<file path="src/rtl/mem_access_unit.sv">
// mem_access_unit: 16-bit word memory access sequencer for narrow and wide (two-beat) loads/stores
// Optional range check enabled by defining MEM_ACCESS_ADDR_CHECK_EN.
module mem_access_unit #(
  parameter int MEM_DEPTH = 2048
) (
  input  logic        clk,
  input  logic        rst_n,
  input  logic        req_valid,
  output logic        req_ready,
  input  logic        req_write,
  input  logic        req_wide,
  input  logic [31:0] req_addr,
  input  logic [31:0] req_wdata,
  output logic        rsp_valid,
  input  logic        rsp_ready,
  output logic [31:0] rsp_rdata,
  output logic        rsp_err,
  output logic [31:0] mem_address,
  output logic [15:0] mem_data_in,
  output logic        mem_read,
  output logic        mem_write,
  input  logic [15:0] mem_data_out
);
`ifdef MEM_ACCESS_ADDR_CHECK_EN
  localparam bit CHECK_EN = 1'b1;
`else
  localparam bit CHECK_EN = 1'b0;
`endif
  localparam logic [31:0] DEPTH = 32'(MEM_DEPTH);
  typedef enum logic [1:0] {IDLE, BEAT0, BEAT1, RESP} state_t;
  state_t      state_q, state_d;
  logic        write_q, write_d, wide_q, wide_d, err_q, err_d;
  logic [31:0] addr_q, addr_d, wdata_q, wdata_d, rdata_q, rdata_d;
  logic        fault, beat;
  // Second comparison is addr+1 >= DEPTH without the 32-bit wrap hazard
  assign fault = CHECK_EN && (req_addr >= DEPTH || (req_wide && req_addr >= DEPTH - 32'd1));
  assign beat        = state_q == BEAT0 || state_q == BEAT1;
  assign req_ready   = state_q == IDLE;
  assign mem_read    = beat && !write_q;
  assign mem_write   = beat && write_q;
  assign mem_address = state_q == BEAT0 ? addr_q : state_q == BEAT1 ? addr_q + 32'd1 : '0;
  assign mem_data_in = mem_write ? ((state_q == BEAT0 && wide_q) ? wdata_q[31:16] : wdata_q[15:0]) : '0;
  assign rsp_valid   = state_q == RESP;
  assign rsp_rdata   = rsp_valid ? rdata_q : '0;
  assign rsp_err     = rsp_valid && err_q;
  // Next state, request latching and load-data capture at the end of each read beat
  always_comb begin
    state_d = state_q;
    write_d = write_q;
    wide_d  = wide_q;
    addr_d  = addr_q;
    wdata_d = wdata_q;
    rdata_d = rdata_q;
    err_d   = err_q;
    case (state_q)
      IDLE: if (req_valid) begin
        state_d = fault ? RESP : BEAT0;
        write_d = req_write;
        wide_d  = req_wide;
        addr_d  = req_addr;
        wdata_d = req_wdata;
        rdata_d = '0;
        err_d   = fault;
      end
      BEAT0: begin
        state_d = wide_q ? BEAT1 : RESP;
        if (!write_q) rdata_d = wide_q ? {mem_data_out, 16'h0} : {16'h0, mem_data_out};
      end
      BEAT1: begin
        state_d = RESP;
        if (!write_q) rdata_d[15:0] = mem_data_out;
      end
      RESP: if (rsp_ready) state_d = IDLE;
      default: state_d = IDLE;
    endcase
  end
  // State and latched request registers; reset aborts any access in flight
  always_ff @(posedge clk or negedge rst_n) begin
    if (!rst_n) begin
      state_q <= IDLE;
      write_q <= 1'b0;
      wide_q  <= 1'b0;
      addr_q  <= '0;
      wdata_q <= '0;
      rdata_q <= '0;
      err_q   <= 1'b0;
    end else begin
      state_q <= state_d;
      write_q <= write_d;
      wide_q  <= wide_d;
      addr_q  <= addr_d;
      wdata_q <= wdata_d;
      rdata_q <= rdata_d;
      err_q   <= err_d;
    end
  end
endmodule
</file>
<file path="config.mk">
export PLATFORM = sky130hd
export DESIGN_NAME = mem_access_unit
export DESIGN_NICKNAME = d
export VERILOG_FILES = /design/src/rtl/mem_access_unit.sv
export SDC_FILE = /design/constraint.sdc
export NUM_CORES = 1
export LEC_CHECK = 0
export ABC_AREA = 1
export CELL_PAD_IN_SITES_DETAIL_PLACEMENT = 0
export CELL_PAD_IN_SITES_GLOBAL_PLACEMENT = 1
export CORE_AREA = 2 2 106 185
export CTS_BUF_LIST = sky130_fd_sc_hd__clkbuf_16
export CTS_CLUSTER_SIZE = 25
export DETAILED_ROUTE_END_ITERATION = 12
export DIE_AREA = 0 0 108 187
export GPL_ROUTABILITY_DRIVEN = 0
export PLACE_DENSITY = 0.74
export SLEW_MARGIN = 15
export SYNTH_ARGS = -nofsm -noshare
export SYNTH_HDL_FRONTEND = slang
export SYNTH_SLANG_ARGS = --single-unit
</file>
<file path="constraint.sdc">
create_clock -name clk -period 1.7 [get_ports clk]
set_clock_uncertainty 0.05 [all_clocks]
set_input_delay 0.17 -clock clk [delete_from_list [all_inputs] [get_ports clk]]
set_output_delay 0.17 -clock clk [all_outputs]
set_load 0.03 [all_outputs]
</file>
==> flow_metrics.env, run 1 <==
export IMPL_syn_inst=712
export IMPL_synth_warnings=0
export IMPL_wl_per_cell_um=17.7
export IMPL_yosysTopAreaCell="dfrtp_1"
export IMPL_num_rows=67
export IMPL_drt_iter0_markers=152
export IMPL_grt_use_total_pct=21.1
export IMPL_area_growth_pct=93.5
export IMPL_r2r_end="rdata_q[3]$_DFFE_PN0P_"
export IMPL_place_area_um2=8710
export IMPL_cp_end_kind="output port"
export IMPL_synth_area_um2=5700
export IMPL_drtAntennaViolNets=0
export IMPL_die_x_um=108
export IMPL_dp_cells=1178
export IMPL_cp_num_buf_inv=5
export IMPL_r2r_slack_ns=-0.45
export IMPL_cp_arrival_ns=2.04
export IMPL_ios=171
export IMPL_violations="setup timing"
export IMPL_drt_wl_total_um=22200
export IMPL_htree_levels=3
export IMPL_overflow=0
export IMPL_final_setup_viol_count=180
export IMPL_cts_made_buffers=9
export IMPL_ys_ff_latch=100
export IMPL_period_needed_ns=2.26
export IMPL_io_buffers=169
export IMPL_p_leak_nw=5.02
export IMPL_setup_ws_ns=-0.557
export IMPL_avgSynthCellArea_um2=8.00
export IMPL_synth_area_top_cells="dfrtp_1 (44%), mux2_2 (9.5%), nand2_1 (9.2%)"
export IMPL_yosysUniqueCellTypes=32
export IMPL_synth_xor_area_share_pct=0
export IMPL_start_kind="flop"
export IMPL_yosys_area_top_type_share_pct=43.9
export IMPL_crit_family="buffers and inverters"
export IMPL_clk_pin_slew_worst_paths_ns=0.08
export IMPL_max_vdd_ir_drop_v=0.00102
export IMPL_worstSetupPathType="flop to output port"
export IMPL_antenna_found_initial=1
export IMPL_ctsRootBufferMaster="clkbuf_16"
export IMPL_synth_top_family_by_area="simple AND/OR/NAND/NOR gates"
export IMPL_rsz0062_at_grt="true"
export IMPL_drive_above_1_share_pct=56.2
export IMPL_drcViolationCount=0
export IMPL_r2r_start="state_q[0]$_DFFE_PN0P_"
export IMPL_core_area_um2=18900
export IMPL_crit_fanout=6
export IMPL_outcome="finished, violations left"
export IMPL_dp_hpwl_um=14500
export IMPL_clkSinkCount=100
export IMPL_start_util_pct=30.2
export IMPL_hold_viol_final=0
export IMPL_grt_max_degree=44
export IMPL_clock_latency_ns=0.35
export IMPL_required_ns=1.48
export IMPL_crit_top_cell="buf_6"
export IMPL_finalInstanceArea_um2=11000
export IMPL_max_cap_violations=0
export IMPL_crit_slowest_cell="dfrtp_1"
export IMPL_synthMuxAreaShare_pct=9.49
export IMPL_maxSlewViolCount=0
export IMPL_yosysSeqAreaShare_pct=43.9
export IMPL_path_cells="buf_4 > buf_6 > inv_8 > ha_4 > or2_4 > buf_8 > o21ai_2 > a21oi_4 > buf_6"
export IMPL_fp_dieH_um=187
export IMPL_vias=5938
export IMPL_hold_class="primary input to async pin"
export IMPL_cts_tree="done"
export IMPL_clock_fmax_mhz=443
export IMPL_fin_util_pct=58.4
export IMPL_fin_nets=1098
export IMPL_synth_compound_area_share_pct=10.2
export IMPL_grt_pass1_vias=6173
export IMPL_syn_nets=804
export IMPL_cpPeakStageDelay_ns=0.42
export IMPL_die_area_um2=20200
export IMPL_synthAdderAreaFrac_pct=1.32
export IMPL_synthSimpleGateAreaFrac_pct=25.6
export IMPL_power_mw=24.1
export IMPL_fin_crit_sh_pct=133
export IMPL_grt_pass1_wl_um=32500
export IMPL_cts_buffer_depth=2
export IMPL_dr_pass1_iters=4
export IMPL_final_cells=1254
export IMPL_reg2reg_depth=12
export IMPL_p_per_area_nw_per_um2=2190
export IMPL_vias_per_cell=4.74
registers in the layout, indices dropped and copies added (netlist names):
signal and flops:
rdata_q 32, write_q 1, wide_q 1, addr_q 32
state_q 2, wdata_q 32
power by group:
part / switching [mW] / total [mW] / internal (mW)
registers: 0.965 / 4.41 / 3.44
clock network: 1.12 / 2.19 / 1.06
logic: 9.05 / 17.5 / 8.45
total: 11.1 / 24.1 / 13.0
area by class of cell:
class                   instances  area [um^2]
well taps                     241          302
repair buffers                309         3650
flip-flops and latches        100         2510
fillers                      1665         7840
clock inverters                 7         81.3
clock buffers                   9          225
multi-input cells             490         3850
inverters                      96          400
diodes                          2         5.00
metrics by stage:
stage	hold slack, ns	setup WS [ns]	TNS [ns]
after floorplan	-0.176	-0.176	-9.98
after CTS	0.246	-0.543	-35.03
final	0.236	-0.557	-49.69
after global placement	0.0822	-0.299	-9.68
after global routing	0.259	-0.610	-60.30
after detailed placement	0.0805	-0.310	-11.72
cell usage after synthesis:
cell type	instances
buf_1	2
o21ai_1	5
nand2_2	23
ha_1	6
or2_4	1
nand4_1	8
dfrtp_1	100
a211oi_1	1
nand3_2	1
buf_6	4
mux2_2	48
nor2_1	102
nor3_1	5
buf_2	15
and2_1	1
inv_8	1
nand2_1	140
a21oi_1	39
buf_4	2
o21ai_0	39
nand3_1	32
a21oi_2	1
inv_2	7
or2_1	1
nor2_8	1
clkbuf_1	7
conb_1	1
nor2_4	6
nor3b_1	1
o21ai_2	17
nor2_2	7
inv_1	88
repair_timing:
item                       4_1_cts  5_1_grt
buffers inserted                28       15
hold endpoints to repair        26        0
cloned                          12        9
resized for setup              227      148
pin swaps                       19       18
setup endpoints to repair      167      181
hold buffers                     1        0
worst max path at each step:
| stage | cells past startpoint | to | slack, ns | start |
|---|---|---|---|---|
| after CTS | 11 | mem_address[24] | -0.54 | state_q[0]$_DFFE_PN0P_ |
| final | 9 | mem_address[11] | -0.56 | state_q[0]$_DFFE_PN0P_ |
| after floorplan | 12 | mem_address[18] | -0.18 | state_q[1]$_DFFE_PN0P_ |
| after global routing | 11 | mem_address[24] | -0.61 | state_q[0]$_DFFE_PN0P_ |
| after global placement | 8 | mem_address[16] | -0.30 | state_q[0]$_DFFE_PN0P_ |
| after detailed placement | 8 | mem_address[16] | -0.31 | state_q[0]$_DFFE_PN0P_ |
cells by family (layout without fill, tap and decap cells):
logic type,Yosys count,in the layout
and+or+nand+nor,329,333
DFF,100,100
adders and majority gates,6,6
muxes,48,48
AOI/OAI and AO/OA,102,102
buffers and inverters,126,421
other,1,3
per-layer routing:
layer | vias up | wire, um | global-route usage, %
li1 | 2849 | - | -
met1 | 2836 | 7370 | 21.3
met2 | 191 | 12700 | 39.9
met3 | 62 | 1000 | 3.69
met4 | 0 | 1110 | 11.3
met5 | - | 0 | 0
cells in the final DEF (no fill, tap or decap), types with 18 or more instances in the layout:
| cell | count |
|---|---|
| nor2_1 | 34 |
| dfrtp_1 | 97 |
| o21ai_2 | 38 |
| inv_1 | 74 |
| nand2_2 | 54 |
| buf_12 | 31 |
| buf_6 | 100 |
| clkbuf_16 | 18 |
| nand3_2 | 18 |
| mux2_2 | 43 |
| nand2_1 | 91 |
| nor2_2 | 32 |
| clkdlybuf4s50_1 | 84 |
| a21oi_1 | 18 |
| nor2_4 | 49 |
| buf_4 | 71 |
Note: power is estimated with default switching activity, not from simulation.
==> run 2: changes to the inputs <==
--- a/config.mk
+++ b/config.mk
@@ -10,6 +10,7 @@
 export CELL_PAD_IN_SITES_GLOBAL_PLACEMENT = 1
 export CORE_AREA = 2 2 106 185
 export CTS_BUF_LIST = sky130_fd_sc_hd__clkbuf_16
+export CTS_CLUSTER_DIAMETER = 30
 export CTS_CLUSTER_SIZE = 25
 export DETAILED_ROUTE_END_ITERATION = 12
 export DIE_AREA = 0 0 108 187
==> constraint.sdc (replaced) <==
create_clock -name clk -period 1.7 [get_ports clk]
set_clock_uncertainty 0.05 [all_clocks]
set_input_delay 0.34 -clock clk [delete_from_list [all_inputs] [get_ports clk]]
set_output_delay 0.34 -clock clk [all_outputs]
set_load 0.03 [all_outputs]
==> run 2 against run 1 <==
  * The run still ends with setup timing left
  * Non-clock buffer count decreased by 7
  * Final area decreased by 4.2%
  * Total power is 4.6% lower
  * Sequential power decreased by 2%
  * First-iteration DRC count rose by 6.6%
  * Core utilization down 2.5 points
  * Worst setup slack worse by 0.17 ns
  * Combinational power decreased by 6%
  * Via count fell by 2.8%
  * Critical path type unchanged
==> flow_metrics.env, run 2 (same netlist as run 1, synthesis figures left out) <==
export IMPL_max_cap_violations=0
export IMPL_power_mw=23.0
export IMPL_num_fill_cells=1663
export IMPL_die_area_um2=20200
export IMPL_diodes=0
export IMPL_grt_max_degree=33
export IMPL_cts_tree="done"
export IMPL_required_ns=1.31
export IMPL_setup_tns_ns=-57.15
export IMPL_overflow=0
export IMPL_ios=171
export IMPL_antenna_found_initial=0
export IMPL_layout_commonest_cell="dfrtp_1"
export IMPL_drt_wl_total_um=20300
export IMPL_core_area_um2=18900
export IMPL_clk_pin_slew_worst_paths_ns=0.07
export IMPL_hold_class="primary input to async pin"
export IMPL_drcViolationCount=0
export IMPL_cts_made_buffers=9
export IMPL_p_per_area_nw_per_um2=2180
export IMPL_clock_latency_ns=0.35
export IMPL_finalInstanceArea_um2=10600
export IMPL_start_kind="flop"
export IMPL_vias=5774
export IMPL_final_setup_viol_count=170
export IMPL_violations="setup timing"
export IMPL_r2r_slack_ns=-0.34
export IMPL_reg_largest_list="addr_q (32), rdata_q (32), wdata_q (32)"
export IMPL_grt_pass1_wl_um=29600
export IMPL_drt_iter0_markers=162
export IMPL_vias_per_cell=4.64
export IMPL_fin_crit_sh_pct=143
export IMPL_drtAntennaViolNets=0
export IMPL_cp_arrival_ns=2.04
export IMPL_crit_fanout=8
export IMPL_maxSlewViolCount=0
export IMPL_num_rows=67
export IMPL_rsz0062_at_grt="true"
export IMPL_area_growth_pct=85.3
export IMPL_outcome="finished, violations left"
export IMPL_start_util_pct=30.2
export IMPL_fin_util_pct=56.0
export IMPL_cp_end_kind="output port"
export IMPL_die_x_um=108
export IMPL_grt_use_total_pct=19.0
export IMPL_fp_dieH_um=187
export IMPL_worstSetupPathType="flop to output port"
export IMPL_drive_above_1_share_pct=53.1
export IMPL_period_needed_ns=2.43
export IMPL_place_area_um2=8860
export IMPL_mostFrequentLayoutCells="dfrtp_1 (97), buf_6 (90), buf_4 (90)"
export IMPL_setup_ws_ns=-0.727
export IMPL_cts_buffer_depth=2
export IMPL_max_vdd_ir_drop_v=0.00133
export IMPL_grt_pass1_vias=5720
export IMPL_fin_nets=1090
export IMPL_dp_hpwl_um=14100
export IMPL_p_leak_nw=4.83
export IMPL_wl_per_cell_um=16.3
export IMPL_ctsRootBufferMaster="clkbuf_16"
export IMPL_hold_viol_final=0
export IMPL_htree_levels=3
export IMPL_dr_pass1_iters=4
export IMPL_clock_fmax_mhz=412
export IMPL_io_buffers=169
export IMPL_clkSinkCount=100
run 2: cell count changes in the layout (fill, tap and decap cells not counted), sizes merged:
cell    before  now
nand2      164  163
or2          5    2
bufinv       0    2
inv        100   99
nor2       116  117
diode        2    0
clkinv       3    4
buf        215  208
run 2: cell type report:
cell class	count	area [um^2]	share of cell area, %
Multi-Input combinational cell	487	3690	35.0
Timing Repair Buffer	302	3320	31.4
Sequential cell	100	2510	23.7
Inverter	96	402	3.80
Tap cell	241	302	2.86
Clock buffer	9	225	2.13
Clock inverter	7	90.1	0.853
Timing Repair inverter	2	22.5	0.213
run 2: timing repair:
action                                  CTS  global route
pin swaps                                23            23
gates resized for setup                 130           143
buffers inserted                         16            11
endpoints found under the hold margin    20             0
endpoints found under the setup margin  116           118
hold buffers                              1             0
gates cloned                              4            11
run 2: critical path, stage by stage (launching register included):
cell and delay [ns]:
dfrtp_1 0.39, buf_4 0.13, buf_6 0.11, inv_8 0.04, ha_4 0.15, or2_4 0.32
buf_12 0.16, buf_4 0.13, o21ai_2 0.07, a21oi_4 0.05, buf_6 0.14
run 2: final timing paths:
kind,cells after the start,endpoint,from
worst max-delay path,10,mem_address[11],state_q[0]$_DFFE_PN0P_
worst min-delay path,2,wdata_q[0]$_DFFE_PN0P_,rst_n
worst max register to register,11,rdata_q[0]$_DFFE_PN0P_,state_q[0]$_DFFE_PN0P_
worst min register to register,2,rdata_q[15]$_DFFE_PN0P_,rdata_q[15]$_DFFE_PN0P_
max in group asynchronous,3,addr_q[12]$_DFFE_PN0P_,rst_n
min in group clk,2,rdata_q[15]$_DFFE_PN0P_,rdata_q[15]$_DFFE_PN0P_
run 2: power by group:
part / total, mW / internal (mW) / switching, mW
registers: 4.34 / 3.44 / 0.897
logic: 16.4 / 7.77 / 8.64
clock network: 2.23 / 1.29 / 0.944
run 2: metal layers:
metal  vias to the layer above  routed length [um]  global-route usage (%)
met5                         -                   0                       0
met1                      2759                6940                    19.6
li1                       2826                   -                       -
met2                       150               11800                    36.6
met4                         0                 732                    7.64
met3                        39                 818                    3.45
run 2: through the flow:
step,hold WS (ns),worst slack (ns),instances
after global placement,0.227,-0.314,1188
after floorplan,-0.00559,-0.346,712
after detailed placement,0.233,-0.334,1188
after CTS,0.393,-0.711,1223
final,0.392,-0.727,1244
after global routing,0.428,-0.799,1244
==> run 3: changes to the inputs <==
--- a/config.mk
+++ b/config.mk
@@ -8,14 +8,14 @@
 export ABC_AREA = 1
 export CELL_PAD_IN_SITES_DETAIL_PLACEMENT = 0
 export CELL_PAD_IN_SITES_GLOBAL_PLACEMENT = 1
-export CORE_AREA = 2 2 106 185
+export CORE_AREA = 2 2 101 177
 export CTS_BUF_LIST = sky130_fd_sc_hd__clkbuf_16
 export CTS_CLUSTER_DIAMETER = 30
 export CTS_CLUSTER_SIZE = 25
 export DETAILED_ROUTE_END_ITERATION = 12
-export DIE_AREA = 0 0 108 187
+export DIE_AREA = 0 0 103 179
 export GPL_ROUTABILITY_DRIVEN = 0
-export PLACE_DENSITY = 0.74
+export PLACE_DENSITY = 0.77
 export SLEW_MARGIN = 15
 export SYNTH_ARGS = -nofsm -noshare
 export SYNTH_HDL_FRONTEND = slang
==> constraint.sdc (replaced) <==
create_clock -name clk -period 2.3 [get_ports clk]
set_clock_uncertainty 0.05 [all_clocks]
set_input_delay 0.46 -clock clk [delete_from_list [all_inputs] [get_ports clk]]
set_output_delay 0.46 -clock clk [all_outputs]
set_load 0.03 [all_outputs]
==> run 3 against run 2 <==
  * The flow finishes with violations (hold timing, setup timing)
  * Via count fell by 5.2%
  * Total power fell by 37%
  * Routed wire length shrank 8.3%
  * First-iteration DRC count grew 4.3%
  * Final area shrank 13%
  * Register-to-register slack improved by 0.55 ns
  * Cell count is 6.0% lower
  * Sequential power down 26%
  * Clock power fell by 30%
  * Combinational power down 41%
  * Sequential cell count unchanged
  * Largest cell class unchanged
==> flow_metrics.env, run 3 (same netlist as run 1, synthesis figures left out) <==
export IMPL_drtAntennaViolNets=0
export IMPL_cts_tree="done"
export IMPL_crit_slowest_cell="dfrtp_1"
export IMPL_rsz0062_at_grt="true"
export IMPL_wl_per_cell_um=15.9
export IMPL_hold_ws_ns=-0.0113
export IMPL_r2r_end="rdata_q[15]$_DFFE_PN0P_"
export IMPL_cts_buffer_depth=2
export IMPL_ios=171
export IMPL_drive_above_1_share_pct=42.1
export IMPL_violations="hold timing, setup timing"
export IMPL_mostFrequentLayoutCells="nand2_1 (118), dfrtp_1 (96), buf_4 (87)"
export IMPL_io_buffers=169
export IMPL_vias_per_cell=4.68
export IMPL_diodes=0
export IMPL_hold_viol_final=8
export IMPL_grt_max_degree=55
export IMPL_ctsHoldBuffers=0
export IMPL_maxUsedRoutingLayer="met4"
export IMPL_r2r_slack_ns=0.21
export IMPL_dr_pass1_iters=4
export IMPL_maxSlewViolCount=0
export IMPL_cp_end_kind="output port"
export IMPL_r2r_start="state_q[0]$_DFFE_PN0P_"
export IMPL_max_vdd_ir_drop_v=0.000637
export IMPL_required_ns=1.79
export IMPL_grt_pass1_vias=5510
export IMPL_crit_fanout=4
export IMPL_die_x_um=103
export IMPL_routed_wl_met3_um=757
export IMPL_final_setup_viol_count=38
export IMPL_drt_iter0_markers=169
export IMPL_worstSetupPathType="flop to output port"
export IMPL_clock_latency_ns=0.34
export IMPL_setup_tns_ns=-3.71
export IMPL_reg_largest_list="addr_q (32), rdata_q (32), wdata_q (32)"
export IMPL_path_cells="ha_4 > inv_8 > nand2_4 > nor2_4 > nand2_4 > nor2_4 > buf_4 > o21ai_1 > a21oi_1 > buf_4"
export IMPL_start_util_pct=33.2
export IMPL_ctsRootBufferMaster="clkbuf_16"
export IMPL_antenna_found_initial=0
export IMPL_die_area_um2=18400
export IMPL_fin_nets=1025
export IMPL_outcome="finished, violations left"
export IMPL_dp_hpwl_um=13500
export IMPL_clock_fmax_mhz=393
export IMPL_num_rows=64
export IMPL_p_leak_nw=4.34
export IMPL_met2_length_um=10200
export IMPL_clkSinkCount=100
export IMPL_cp_num_buf_inv=3
export IMPL_fp_dieH_um=179
export IMPL_cp_arrival_ns=2.04
export IMPL_max_cap_violations=0
export IMPL_grt_use_total_pct=20.0
export IMPL_fin_util_pct=53.7
export IMPL_crit_cells=10
export IMPL_hold_class="primary input to async pin"
export IMPL_start_kind="flop"
export IMPL_cp_endpoint="mem_address[14]"
export IMPL_core_area_um2=17100
export IMPL_grt_pass1_wl_um=28100
export IMPL_fin_crit_sh_pct=111
export IMPL_num_fill_cells=1667
export IMPL_htree_levels=3
export IMPL_cpPeakStageDelay_ns=0.42
export IMPL_clk_pin_slew_worst_paths_ns=0.08
export IMPL_layout_commonest_cell="nand2_1"
export IMPL_period_needed_ns=2.55
export IMPL_wl_met1_um=6750
export IMPL_reg2reg_depth=11
export IMPL_drcViolationCount=0
export IMPL_p_per_area_nw_per_um2=1570
export IMPL_overflow=0
export IMPL_vias=5473
export IMPL_area_growth_pct=61.4
export IMPL_setup_worst_path_start="state_q[0]$_DFFE_PN0P_"
export IMPL_drt_wl_total_um=18600
export IMPL_cts_made_buffers=9
export IMPL_setup_ws_ns=-0.246
export IMPL_crit_family="simple AND/OR/NAND/NOR gates"
[run 3: routing by layer]
metal,track usage [%],vias up
met5,0,-
met4,9.87,0
li1,-,2694
met2,36.6,152
met3,3.74,50
met1,21.4,2577
[run 3: timing repair]
action                     CTS  global route
gates resized for setup    128            84
setup buffers               18            12
pin swaps                   28            38
gates cloned                 5             2
hold endpoints to repair     0             0
setup endpoints to repair   48            51
[run 3: worst min path at each step]
stage	end	depth (start not counted)	from	slack [ns]
6_report	addr_q[29]$_DFFE_PN0P_	1	rst_n	-0.01
5_1_grt	addr_q[29]$_DFFE_PN0P_	1	rst_n	0.02
4_1_cts	addr_q[29]$_DFFE_PN0P_	1	rst_n	0.003
3_5_place_dp	addr_q[29]$_DFFE_PN0P_	1	rst_n	0.38
3_3_place_gp	addr_q[29]$_DFFE_PN0P_	1	rst_n	0.39
2_1_floorplan	addr_q[0]$_DFFE_PN0P_	0	rst_n	0.11
[run 3: cell type report]
type / count / area (um^2) / share of cell area, %
Multi-Input combinational cell: 488 / 3230 / 35.1
Sequential cell: 100 / 2510 / 27.3
Timing Repair Buffer: 237 / 2470 / 26.8
Inverter: 96 / 393 / 4.27
Tap cell: 231 / 289 / 3.14
Clock buffer: 9 / 225 / 2.45
Clock inverter: 7 / 80.1 / 0.871
Timing Repair inverter: 1 / 7.51 / 0.0816
[run 3: per-stage QoR]
step	instance area [um^2]	power, mW	worst slack, ns	cells
6_report	9200	14.5	-0.246	1169
5_1_grt	9200	15.4	-0.303	1169
4_1_cts	8770	13.8	-0.219	1158
3_5_place_dp	7870	11.0	0.0274	1119
3_3_place_gp	7870	11.0	0.0325	1119
2_1_floorplan	5740	7.83	-0.0165	712
[run 3: power by group]
group	switching [mW]	leakage [nW]	internal, mW	total, mW
combinational	5.40	2.98	4.27	9.67
clock	0.786	0.145	0.774	1.56
sequential	0.680	1.22	2.54	3.22
total	6.86	4.34	7.59	14.5
